### src/rtl/exc_sequencer_pkg.sv
// Shared exception/interrupt definitions for the exception sequencer.
//   EXC_CODE_NONE  : ExcCode default meaning "no exception"
//   EXC_CODE_INT   : cause code reported for interrupts
//   EXC_HANDLER_PC : exception/interrupt entry PC
//   exc_state_e    : sequencer state encodings
package exc_sequencer_pkg;

  localparam logic [4:0]  EXC_CODE_NONE  = 5'd31;
  localparam logic [4:0]  EXC_CODE_INT   = 5'd0;
  localparam logic [31:0] EXC_HANDLER_PC = 32'h0000_4180;

  typedef enum logic [1:0] {
    ST_RUN   = 2'd0,
    ST_DRAIN = 2'd1,
    ST_FLUSH = 2'd2
  } exc_state_e;

endpackage

### src/rtl/exc_sequencer.sv
// Exception/interrupt entry and eret return sequencer for the 5-stage core.
// Ports:
//   Clk, Reset        clock, synchronous active-high reset
//   ExcCodeM          M-stage exception code (HANDLER taken when != EXC_NONE)
//   IntReq, EXL       CP0 pending interrupt request and EXL bit
//   IsEretM, EPC      eret in M stage and the CP0 return address
//   MDBusy            mult/div busy; a take waits (stalled) until it clears
//   EXLSet/EXLClr     one-cycle pulses to CP0
//   ExcCodeOut        cause latched at the take, held until the next take
//   FlushF..FlushM    pipeline register clears
//   StallAll          freeze PC and all pipeline registers
//   PCRedirect, NPC   NPC override and its target
//
// state    | meaning
// ---------+---------------------------------------------------------------
// ST_RUN   | normal flow; take or eret fire combinationally in this state
// ST_DRAIN | take pending, pipeline frozen until the mult/div unit is idle
// ST_FLUSH | post-take flush tail, counter runs down to 0
module exc_sequencer
  import exc_sequencer_pkg::*;
#(
  parameter logic [31:0] HANDLER_ADDR = EXC_HANDLER_PC,
  parameter logic [4:0]  EXC_NONE     = EXC_CODE_NONE,
  parameter logic [4:0]  EXC_INT      = EXC_CODE_INT,
  parameter int          FLUSH_CYCLES = 2
) (
  input  logic        Clk,
  input  logic        Reset,
  input  logic [4:0]  ExcCodeM,
  input  logic        IntReq,
  input  logic        EXL,
  input  logic        IsEretM,
  input  logic [31:0] EPC,
  input  logic        MDBusy,
  output logic        EXLSet,
  output logic [4:0]  ExcCodeOut,
  output logic        EXLClr,
  output logic        FlushF,
  output logic        FlushD,
  output logic        FlushE,
  output logic        FlushM,
  output logic        StallAll,
  output logic        PCRedirect,
  output logic [31:0] NPC
);

  // The take cycle itself is the first flush cycle, so the tail is one shorter.
  localparam logic [2:0] FLUSH_LOAD = 3'(FLUSH_CYCLES - 1);

  exc_state_e state;
  logic [2:0] cnt;

  logic       tk;
  logic       er;
  logic [4:0] cause;
  logic       take;
  logic       eret;
  logic       stall;
  logic       flush_tail;

  always_comb begin
    tk         = ~EXL & (IntReq | (ExcCodeM != EXC_NONE));
    cause      = IntReq ? EXC_INT : ExcCodeM;
    er         = IsEretM & ~tk;
    take       = 1'b0;
    eret       = 1'b0;
    stall      = 1'b0;
    flush_tail = 1'b0;
    // Outputs are held quiet while Reset is sampled so nothing leaks to CP0.
    if (!Reset) begin
      case (state)
        ST_RUN: begin
          take  = tk & ~MDBusy;
          stall = tk & MDBusy;
          eret  = er;
        end
        ST_DRAIN: begin
          take  = tk & ~MDBusy;
          stall = ~take;
        end
        ST_FLUSH: flush_tail = 1'b1;
        default: ;
      endcase
    end
  end

  assign EXLSet     = take;
  assign EXLClr     = eret;
  assign FlushF     = take | eret | flush_tail;
  assign FlushD     = take | eret | flush_tail;
  assign FlushE     = take | eret | flush_tail;
  assign FlushM     = take | flush_tail;
  assign StallAll   = stall;
  assign PCRedirect = take | eret;
  assign NPC        = take ? HANDLER_ADDR : (eret ? EPC : 32'd0);

  always_ff @(posedge Clk) begin
    if (Reset) begin
      state      <= ST_RUN;
      cnt        <= 3'd0;
      ExcCodeOut <= EXC_NONE;
    end else begin
      case (state)
        ST_RUN, ST_DRAIN: begin
          if (take) begin
            ExcCodeOut <= cause;
            cnt        <= FLUSH_LOAD;
            state      <= (FLUSH_LOAD != 3'd0) ? ST_FLUSH : ST_RUN;
          end else if (tk) begin
            // tk without take means MDBusy is holding the entry off.
            state <= ST_DRAIN;
          end else begin
            state <= ST_RUN;
          end
        end
        ST_FLUSH: begin
          cnt <= cnt - 3'd1;
          if (cnt <= 3'd1) state <= ST_RUN;
        end
        default: state <= ST_RUN;
      endcase
    end
  end

endmodule

### config.mk
export PLATFORM = sky130hd
export DESIGN_NAME = exc_sequencer
export DESIGN_NICKNAME = d
export VERILOG_FILES = /design/src/rtl/exc_sequencer_pkg.sv /design/src/rtl/exc_sequencer.sv
export SDC_FILE = /design/constraint.sdc
export NUM_CORES = 1
export LEC_CHECK = 0
export BUFFER_PORTS_ARGS = -buffer_cell sky130_fd_sc_hd__buf_2
export CAP_MARGIN = 20
export CORE_MARGIN = 4
export CORE_UTILIZATION = 38
export DETAILED_ROUTE_END_ITERATION = 8
export PLACE_DENSITY = 0.85
export SLEW_MARGIN = 30
export SYNTH_ARGS = -nofsm -noshare
export SYNTH_HDL_FRONTEND = slang
export SYNTH_SLANG_ARGS = --single-unit
export TNS_END_PERCENT = 1
### constraint.sdc
create_clock -name Clk -period 4.8 [get_ports Clk]
set_clock_uncertainty 0.2 [all_clocks]
set_input_delay 0.96 -clock Clk [delete_from_list [all_inputs] [get_ports Clk]]
set_output_delay 0.96 -clock Clk [all_outputs]
set_load 0.1 [all_outputs]
---- Word level (Yosys, flattened, before mapping) ----
Cells that the tools add are included.
W data, S select, Z words.
word-level totals
  word-level logic and storage cells ...... 44
  bits in registers ....................... 10
cells by class
  reductions and logical operators ........ 5
  equal/unequal tests ..................... 5
  add/subtract/negate cells ............... 1
  magnitude comparators ................... 1
  muxes and demuxes ....................... 17
  bitwise gates (word level) .............. 12
operator list
  cell                   count
  $mux W32               2
  $mux W1                8
  $pmux W3 S2            1
  $mux W5                1
  $ne A5 B5 Y1 const B   1
  $and A1 B1 Y1          4
  $mux W2                2
  $not A1 Y1             4
  $or A1 B1 Y1           4
  $pmux W2 S2            1
  $reduce_and A2 Y1      2
  $le A3 B1 Y1 const B   1
  $mux W3                1
  $sub A3 B1 Y3 const B  1
  $eq A2 B1 Y1 const B   1
  $eq A2 B2 Y1 const B   1
  $logic_not A2 Y1       1
  $ne A2 B1 Y1 const B   1
  $ne A2 B2 Y1 const B   1
  $pmux W1 S2            1
  $reduce_bool A2 Y1     1
  $reduce_or A2 Y1       1

---- Depth between registers and ports, before layout ----
Gate-level depths: netlist of the first run.
  word-level depth ........................ 9
  depth in mapped cells ................... 6
  gate-level depth less buffers ........... 5

---- Least setup slack after synthesis of the first run ----
No wires, ideal clock.
  path type ............................... input -> output
  start point ............................. in Reset
  end point ............................... out NPC[0]
  arrival ................................. 3897 ps
  stages on the path ...................... 5
  setup slack ............................. -257 ps
  buffers on the path ..................... 2
  cell sequence ........................... buf_2 nor2_1 nand3b_1 clkbuf_1 nor3b_1
between the ends
  word-level cells in the longest chain between the ends .. 3
  elaborated cells on any way between the ends .. 4
ends and longest elaborated chain
  element       line                 RTL
  from (decl)   exc_sequencer.sv:28  input logic Reset,
  $mux W1       exc_sequencer.sv:70  if (!Reset) begin
  $mux W32      exc_sequencer.sv:95  assign NPC = take ? HANDLER_ADDR : (eret ? EPC : 32'd0);
  $mux W32 (*)  exc_sequencer.sv:95
  to (decl)     exc_sequencer.sv:44  output logic [31:0] NPC
Every way passes the cells marked *; elsewhere a longest branch is shown, timed or not.

---- Worst setup path after layout of the first run ----
  start point ............................. in IntReq
  end point ............................... out FlushD
between the ends
  word-level cells in the longest chain between the ends .. 8
  elaborated cells on any way between the ends .. 11
ends and longest elaborated chain
  element                         line                 RTL
  from (decl)                     exc_sequencer.sv:30  input logic IntReq,
  $or A1 B1 Y1 (*)                exc_sequencer.sv:62  tk = ~EXL & (IntReq | (ExcCodeM != EXC_NONE));
  $and A1 B1 Y1 (*)               exc_sequencer.sv:62
  $not A1 Y1                      exc_sequencer.sv:64  er = IsEretM & ~tk;
  $and A1 B1 Y1                   exc_sequencer.sv:64
  $mux W1                         exc_sequencer.sv:71  case (state)
  $mux W1                         exc_sequencer.sv:70
  $or A1 B1 Y1 (*) (2 in series)  exc_sequencer.sv:90  assign FlushD = take | eret | flush_tail;
  to (decl)                       exc_sequencer.sv:39  output logic FlushD,
Marked as above.

==> impl_metrics.ini, run 1 <==
[clock_tree]
postCtsSetupBuffers = 0
cts_buffer_depth = 2
path_clk_slew_ns = 0.06
cts_max_level = 1
cts_tree = built
clkLatencyLatePin_ns = 0.26
cts_buffers = 3
ctsHoldBuffers = 0
cts_resized = 0
cts_sinks = 10
root_buffer = clkbuf_4

[global_routing]
antenna_found_initial = 0
grt_pass1_vias = 998
busiest_layer = met2
met2_usage = 0.312
grt_pass1_wl_mm = 4.49
grt-ovfl-total = 0
grt_max_degree = 37
gr-usage-met1 = 0.189
use_met3 = 0.0557
grt_usage = 0.174

[finish]
syn_to_final_growth_pct = 49.9
diodes = 0
fillers = 208
final_layout_size_suffix_gt1_frac = 0.535
finalCoreUtilization = 0.597
regArea_um2 = 200
layout.nets = 234
multi_input_area_um2 = 586

[logic_synthesis]
yosys_warnings = 0
ys_top_cells_by_area = nor3b_1 25%, dfxtp_1 23%, mux2i_1 4.5%
syn_inst = 107
yosys.cell_types.count = 34
ys.flop_type = dfxtp_1
synth_area_leader_cell = nor3b_1
synth_top_area_share = 0.247
ys_ff_latch = 10
async_flop_share = 0
synth_nets = 152
seq_area_frac_synth = 0.227
syn_avg_cell_area_um2 = 8.23
synthesis.area_um2 = 881
synth_edf_count = 0

[flow_run]
cap_violations = 0

[placement]
dp_hpwl_mm = 2.37
place_ws_ns = 1.08
gp_congestion = 0.797
portBuffers = 87

[route]
routed_wl_mm = 2.92
postRouteAntennaNets = 0
remaining_drc_errors = 0
vias = 1097
firstDrtPassIters = 4
first_iter_violations = 47
wl_per_cell_um = 13.6
via_per_inst = 5.10

[sta]
slew_headroom = 0.667
finalHoldViolCount = 0
setup_violations = 0
timing.hold.ws_ns = 0.299
rsz0062_at_grt = false
fin_ws_ns = 1.08
slew_violations = 0
fmax_mhz = 269
finalCritPeriodShare = 0.775
period_needed_ns = 3.72
worst_slew_pin_slew_ns = 0.503

[floorplan]
row_count = 17
start_util = 0.398
die_h_um = 56.1
die_area_um2 = 3150
core-area_um2 = 2210
ios = 88
die_x_um = 56.1

[power_and_ir_drop]
intPower_w = 0.000157
p_leak_nw = 0.691
irDropWorstVdd_uv = 164
clock_power_share = 0.169
power_density_nw_per_um2 = 260
seq_power_share = 0.267
switching_power_w = 0.000187
comb_power_share = 0.564
p_sw_frac = 0.543

[setup_path]
cp_data_arrival_time_ns = 2.56
endpoint_kind = output port
cp.required_ns = 3.64
crit_type = input port to output port
startpoint_type = input port
worstPathMaxFanout = 36

[worst_hold_path]
worstHoldPathType = flop to flop

[outcome]
run_status = complete, no violations
stage by stage:
stage	TNS (ns)	total power (W)	instance area, um2	cells
2_1_floorplan	-7.69	0.000251	881	107
3_3_place_gp	0	0.000284	1300	212
3_5_place_dp	0	0.000288	1300	212
4_1_cts	0	0.000345	1320	215
5_1_grt	0	0.000356	1320	215
6_report	0	0.000344	1320	215
sequential cells by signal, indices dropped and copies added (netlist names):
signal      cells
ExcCodeOut      5
cnt             3
state           2
synth_stat cells, types with 3 or more instances:
cell and count:
buf_4 3, nor3b_1 29, buf_2 4, mux2i_1 4, o21ai_0 4, inv_1 6
nor2_1 7, clkbuf_1 4, o31ai_1 3, a21oi_1 5, dfxtp_1 10
worst paths after layout:
| check | start | end | slack [ns] | depth (start not counted) |
|---|---|---|---|---|
| min reg2reg | ExcCodeOut[4] | ExcCodeOut[4] | 0.30 | 1 |
| min | ExcCodeOut[4] | ExcCodeOut[4] | 0.30 | 1 |
| max reg2reg | state[1] | cnt[0] | 3.24 | 4 |
| max | IntReq | FlushD | 1.08 | 6 |
power groups by stage:
stage	combinational (W)	clock, W	sequential, W
after floorplan	0.000136	0	0.000115
after global placement	0.000191	0	0.0000931
after CTS	0.000195	0.0000586	0.0000919
final	0.000194	0.0000580	0.0000919
after global routing	0.000202	0.0000615	0.0000925
after detailed placement	0.000194	0	0.0000936
critical path, cell delays in order:
cell,delay (ns)
buf_2,0.10
and2b_1,0.33
a21oi_2,0.08
buf_4,0.24
o221ai_1,0.33
buf_2,0.50
logic make-up (layout without fill, tap and decap cells):
logic type               count (synthesis)  after routing  share of synthesized area
adder cells (fa/ha/maj)                  2              2                     0.0284
multiplexers                             4              4                     0.0455
AO/OA/AOI/OAI                           21             21                      0.200
flip-flops                              10             10                      0.227
AND/OR/NAND/NOR                         50             50                      0.381
XOR/XNOR                                 1              1                    0.00994
buffers and inverters                   19             99                      0.108
layout make-up:
cell class | count | share of cell area
sequential | 10 | 0.152
clock buffer | 3 | 0.0171
multi-input combinational | 78 | 0.444
tap | 28 | 0.0265
timing repair buffer | 89 | 0.341
inverter | 7 | 0.0199
cell usage in the layout, fill, tap and decap left out, drive strengths merged, types with 2 or more instances in the layout:
cell type / count
a21oi: 6
and3: 2
buf: 89
clkbuf: 3
dfxtp: 10
ha: 2
inv: 7
mux2i: 4
nand2: 2
nand2b: 2
nand3b: 2
nor2: 7
nor3b: 29
o21ai: 4
o31a: 2
o31ai: 3
layer usage:
| metal | vias up | part of all wire |
|---|---|---|
| met2 | 60 | 0.47 |
| met4 | 0 | 0.025 |
| li1 | 544 | - |
| met3 | 8 | 0.11 |
| met5 | - | 0 |
| met1 | 485 | 0.39 |
(Power assumes the default switching activity.)
==> run 2, diff against run 1 <==
- CORE_UTILIZATION: 38 -> 35
- PLACE_DENSITY: 0.85 -> 0.79
- clock period: 4.8 -> 3.65 ns (I/O delays scaled with it)
==> run 2 against run 1 <==
  * Via count grew 3.6%
  * Sequential share of layout area shrank 4.6 points
  * Register-to-register slack lost 1.2 ns
  * Flip-flop and latch count is the same
  * Sequential power grew 32%
  * Combinational power grew 61%
  * Die area grew 7.3%
  * Global-route usage grew 3.6 points
  * First-iteration DRC count shrank 47%
  * Power grew 56%
  * Critical path type unchanged
  * Largest power group unchanged
==> impl_metrics.ini, run 2 (synthesis gave the netlist of run 1 again) <==
[outcome]
run_status = complete, no violations

[sta]
finalHoldViolCount = 0
rsz0062_at_grt = false
setup_violations = 0
slew_headroom = 0.512
slew_violations = 0
fin_ws_ns = 0.219
timing.hold.ws_ns = 0.308
finalCritPeriodShare = 0.940
worst_slew_pin_slew_ns = 0.746
period_needed_ns = 3.43
fmax_mhz = 291

[clock_tree]
cts_buffers = 3
ctsHoldBuffers = 0
root_buffer = clkbuf_4
clkLatencyLatePin_ns = 0.27
postCtsSetupBuffers = 0
cts_max_level = 1
path_clk_slew_ns = 0.07
cts_buffer_depth = 2
cts_tree = built
cts_sinks = 10
cts_resized = 0

[placement]
gp_congestion = 0.859
place_ws_ns = 0.238
dp_hpwl_mm = 3.15
portBuffers = 87

[setup_path]
crit_type = input port to output port
worstPathMaxFanout = 17
critPathTopFamily = compound AO/OA/AOI/OAI gates
reg2reg_from = state[1]
path_buf_inv = 2
cp-startpoint = IntReq
reg2reg_to = cnt[0]
startpoint_type = input port
crit_path_max_incr_delay_ns = 0.61
reg2regPathDepth = 4
cp_cell_sequence = buf_2, and2b_1, a21oi_2, o221ai_1, buf_12
cp_data_arrival_time_ns = 2.50
cp.required_ns = 2.72
r2r_slack_ns = 2.08
slowest_stage = a21oi_2
endpoint_kind = output port

[route]
first_iter_violations = 25
routed_wl_mm = 3.74
remaining_drc_errors = 0
via_per_inst = 5.26
vias = 1136
wl_per_cell_um = 17.3
postRouteAntennaNets = 0
firstDrtPassIters = 4

[power_and_ir_drop]
power_density_nw_per_um2 = 283
clock_power_share = 0.190
seq_power_share = 0.226
comb_power_share = 0.585
p_leak_nw = 0.809
switching_power_w = 0.000260
p_sw_frac = 0.486
intPower_w = 0.000275
irDropWorstVdd_uv = 296

[global_routing]
grt_pass1_vias = 1137
grt-ovfl-total = 0
grt_usage = 0.211
grt_pass1_wl_mm = 5.55
grt_max_degree = 35
antenna_found_initial = 0

[worst_hold_path]
worstHoldStart = ExcCodeOut[4]
hold_depth = 1
min_to = ExcCodeOut[4]
worstHoldPathType = flop to flop

[finish]
regMostFlops = ExcCodeOut
final_cell_mix = 50 x buf_2, 37 x buf_12, 29 x nor3b_1
syn_to_final_growth_pct = 114
final_common_cell = buf_2
layout.nets = 234
reg_top3 = ExcCodeOut x5, cnt x3, state x2
final_layout_size_suffix_gt1_frac = 0.537
diodes = 0
largest_register_ffs = 5

[floorplan]
die_area_um2 = 3380
die_h_um = 58.2
die_x_um = 58.2
ios = 88
core-area_um2 = 2300
start_util = 0.383
row_count = 17

[flow_run]
cap_violations = 0
-- run 2: metal layers --
metal	GRT usage	share of wire	up-vias
met5	0	0	-
met4	0.0728	0.021	0
met3	0.0512	0.083	8
met2	0.406	0.54	58
met1	0.217	0.36	524
li1	-	-	546
-- run 2: how the worst max path moves through the flow --
| stage | to | slack, ns | depth (start not counted) |
|---|---|---|---|
| 2_1_floorplan | NPC[0] | -0.95 | 5 |
| 3_3_place_gp | FlushD | 0.37 | 5 |
| 3_5_place_dp | FlushF | 0.24 | 5 |
| 4_1_cts | FlushF | 0.22 | 5 |
| 5_1_grt | FlushF | 0.10 | 5 |
| 6_report | FlushF | 0.22 | 5 |
-- run 2: layout make-up --
| type | instances | area, um2 |
|---|---|---|
| clock buffers | 4 | 36.3 |
| flip-flops and latches | 10 | 200 |
| inverters | 7 | 26.3 |
| well taps | 28 | 35.0 |
| repair buffers | 89 | 1010 |
| fillers | 146 | 408 |
| multi-input cells | 78 | 586 |
-- run 2: power groups by stage --
| stage | clock, W | sequential (W) | combinational (W) |
|---|---|---|---|
| finish | 0.000101 | 0.000121 | 0.000313 |
| global route | 0.000108 | 0.000121 | 0.000323 |
| CTS | 0.000102 | 0.000121 | 0.000314 |
| detailed placement | 0 | 0.000123 | 0.000313 |
| global placement | 0 | 0.000122 | 0.000307 |
| floorplan | 0 | 0.000152 | 0.000179 |
-- run 2: through the flow --
stage               utilization  area, um2  total power [W]  instances  TNS [ns]
finish                    0.822       1890         0.000535        216         0
global route              0.822       1890         0.000552        216         0
CTS                       0.822       1890         0.000536        216         0
detailed placement        0.807       1850         0.000436        212         0
global placement          0.807       1850         0.000429        212         0
floorplan                     -        881         0.000330        107    -32.22
==> run 3, diff against run 2 <==
- PLACE_DENSITY: 0.79 -> unset
- PLACE_DENSITY_LB_ADDON: unset -> 0.1
==> run 3 against run 2 <==
  * Die area unchanged
  * First-iteration DRC count increased by 48%
  * Sequential share of layout area about the same
  * Critical path depth increased by 1
  * Design area increased by 0.40%
  * Worst setup slack improved by 0.29 ns
==> impl_metrics.ini, run 3 (synthesis gave the netlist of run 1 again) <==
[outcome]
run_status = complete, no violations

[placement]
gp_congestion = 0.779
portBuffers = 87
dp_hpwl_mm = 2.86
placed_cells = 213

[clock_tree]
cts_buffers = 3
cts_tree = built
ctsHoldBuffers = 0
cts_buffer_depth = 2
cts_resized = 0
clkLatencyLatePin_ns = 0.27
postCtsSetupBuffers = 0
root_buffer = clkbuf_4
path_clk_slew_ns = 0.07
cts_max_level = 1
cts_sinks = 10

[route]
routed_wl_mm = 3.71
wl_per_cell_um = 17.1
firstDrtPassIters = 4
first_iter_violations = 37
via_per_inst = 5.21
postRouteAntennaNets = 0
remaining_drc_errors = 0
vias = 1131

[finish]
reg_top3 = ExcCodeOut x5, cnt x3, state x2
final_layout_size_suffix_gt1_frac = 0.540
layout.nets = 235
multi_input_area_um2 = 586
regMostFlops = ExcCodeOut
regArea_um2 = 200
syn_to_final_growth_pct = 115
fillers = 147
diodes = 0
stdcell_count = 217
finalCoreUtilization = 0.826
largest_register_ffs = 5
final_common_cell = buf_2
final_cell_mix = 50 x buf_2, 37 x buf_12, 29 x nor3b_1

[power_and_ir_drop]
p_leak_nw = 0.814
power_density_nw_per_um2 = 285
irDropWorstVdd_uv = 373

[floorplan]
start_util = 0.383
ios = 88
core-area_um2 = 2300
die_area_um2 = 3380
die_x_um = 58.2
die_h_um = 58.2
row_count = 17

[sta]
slew_headroom = 0.670
finalHoldViolCount = 0
fmax_mhz = 319
setup_violations = 0
worst_slew_pin_slew_ns = 0.495
rsz0062_at_grt = false
slew_violations = 0
period_needed_ns = 3.14
final.setup.tns_ns = 0
finalCritPeriodShare = 0.860

[global_routing]
antenna_found_initial = 0
grt_pass1_vias = 1225
grt_max_degree = 37
grt_usage = 0.219
grt_pass1_wl_mm = 5.74
grt-ovfl-total = 0

[worst_hold_path]
worstHoldPathType = flop to flop

[setup_path]
endpoint_kind = output port
worstPathMaxFanout = 36
reg2regPathDepth = 4
r2r_slack_ns = 2.06
cp.required_ns = 2.72
reg2reg_to = cnt[1]
startpoint_type = input port
reg2reg_from = state[1]
crit_type = input port to output port
endpoint = NPC[25]
cp_data_arrival_time_ns = 2.21
cp-startpoint = IntReq

[flow_run]
cap_violations = 0
[run 3: where the power goes]
part	total [W]	switching [W]	internal, W	leakage (nW)
Sequential	0.000120	0.00000486	0.000116	0.0821
Clock	0.000105	0.0000440	0.0000607	0.0210
Combinational	0.000315	0.000215	0.0000999	0.711
[run 3: area by class of cell]
| cell class | instances | area share |
|---|---|---|
| sequential | 10 | 0.106 |
| tap | 28 | 0.0185 |
| multi-input combinational | 78 | 0.309 |
| inverter | 7 | 0.0139 |
| timing repair buffer | 90 | 0.534 |
| clock buffer | 4 | 0.0191 |
[run 3: per-stage QoR]
step | area [um2] | hold slack, ns | power, W | setup slack, ns
after detailed placement | 1860 | 0.286 | 0.000437 | 0.544
after global placement | 1860 | 0.283 | 0.000432 | 0.624
after global routing | 1900 | 0.356 | 0.000561 | 0.431
after CTS | 1900 | 0.311 | 0.000543 | 0.532
final | 1900 | 0.314 | 0.000540 | 0.511
after floorplan | 881 | 0.306 | 0.000330 | -0.947
[run 3: worst min-delay path by stage]
stage / startpoint / to / slack [ns] / cells after the start
2_1_floorplan: cnt[1] / cnt[1] / 0.31 / 2
3_3_place_gp: ExcCodeOut[4] / ExcCodeOut[4] / 0.28 / 1
3_5_place_dp: ExcCodeOut[4] / ExcCodeOut[4] / 0.29 / 1
4_1_cts: ExcCodeOut[4] / ExcCodeOut[4] / 0.31 / 1
5_1_grt: ExcCodeOut[0] / ExcCodeOut[0] / 0.36 / 2
6_report: ExcCodeOut[4] / ExcCodeOut[4] / 0.31 / 1
[run 3: routing by layer]
metal | routed length (um) | vias to the layer above | global-route usage
met4 | 32 | 0 | 0.0199
met3 | 326 | 4 | 0.0757
li1 | - | 552 | -
met5 | 0 | - | 0
met1 | 1260 | 519 | 0.218
met2 | 2090 | 56 | 0.442
[run 3: worst max-delay path, cell delays in order]
cell	delay [ns]
buf_2	0.10
and2b_1	0.32
a21oi_2	0.08
buf_4	0.25
nor3b_1	0.46
buf_12	0.24
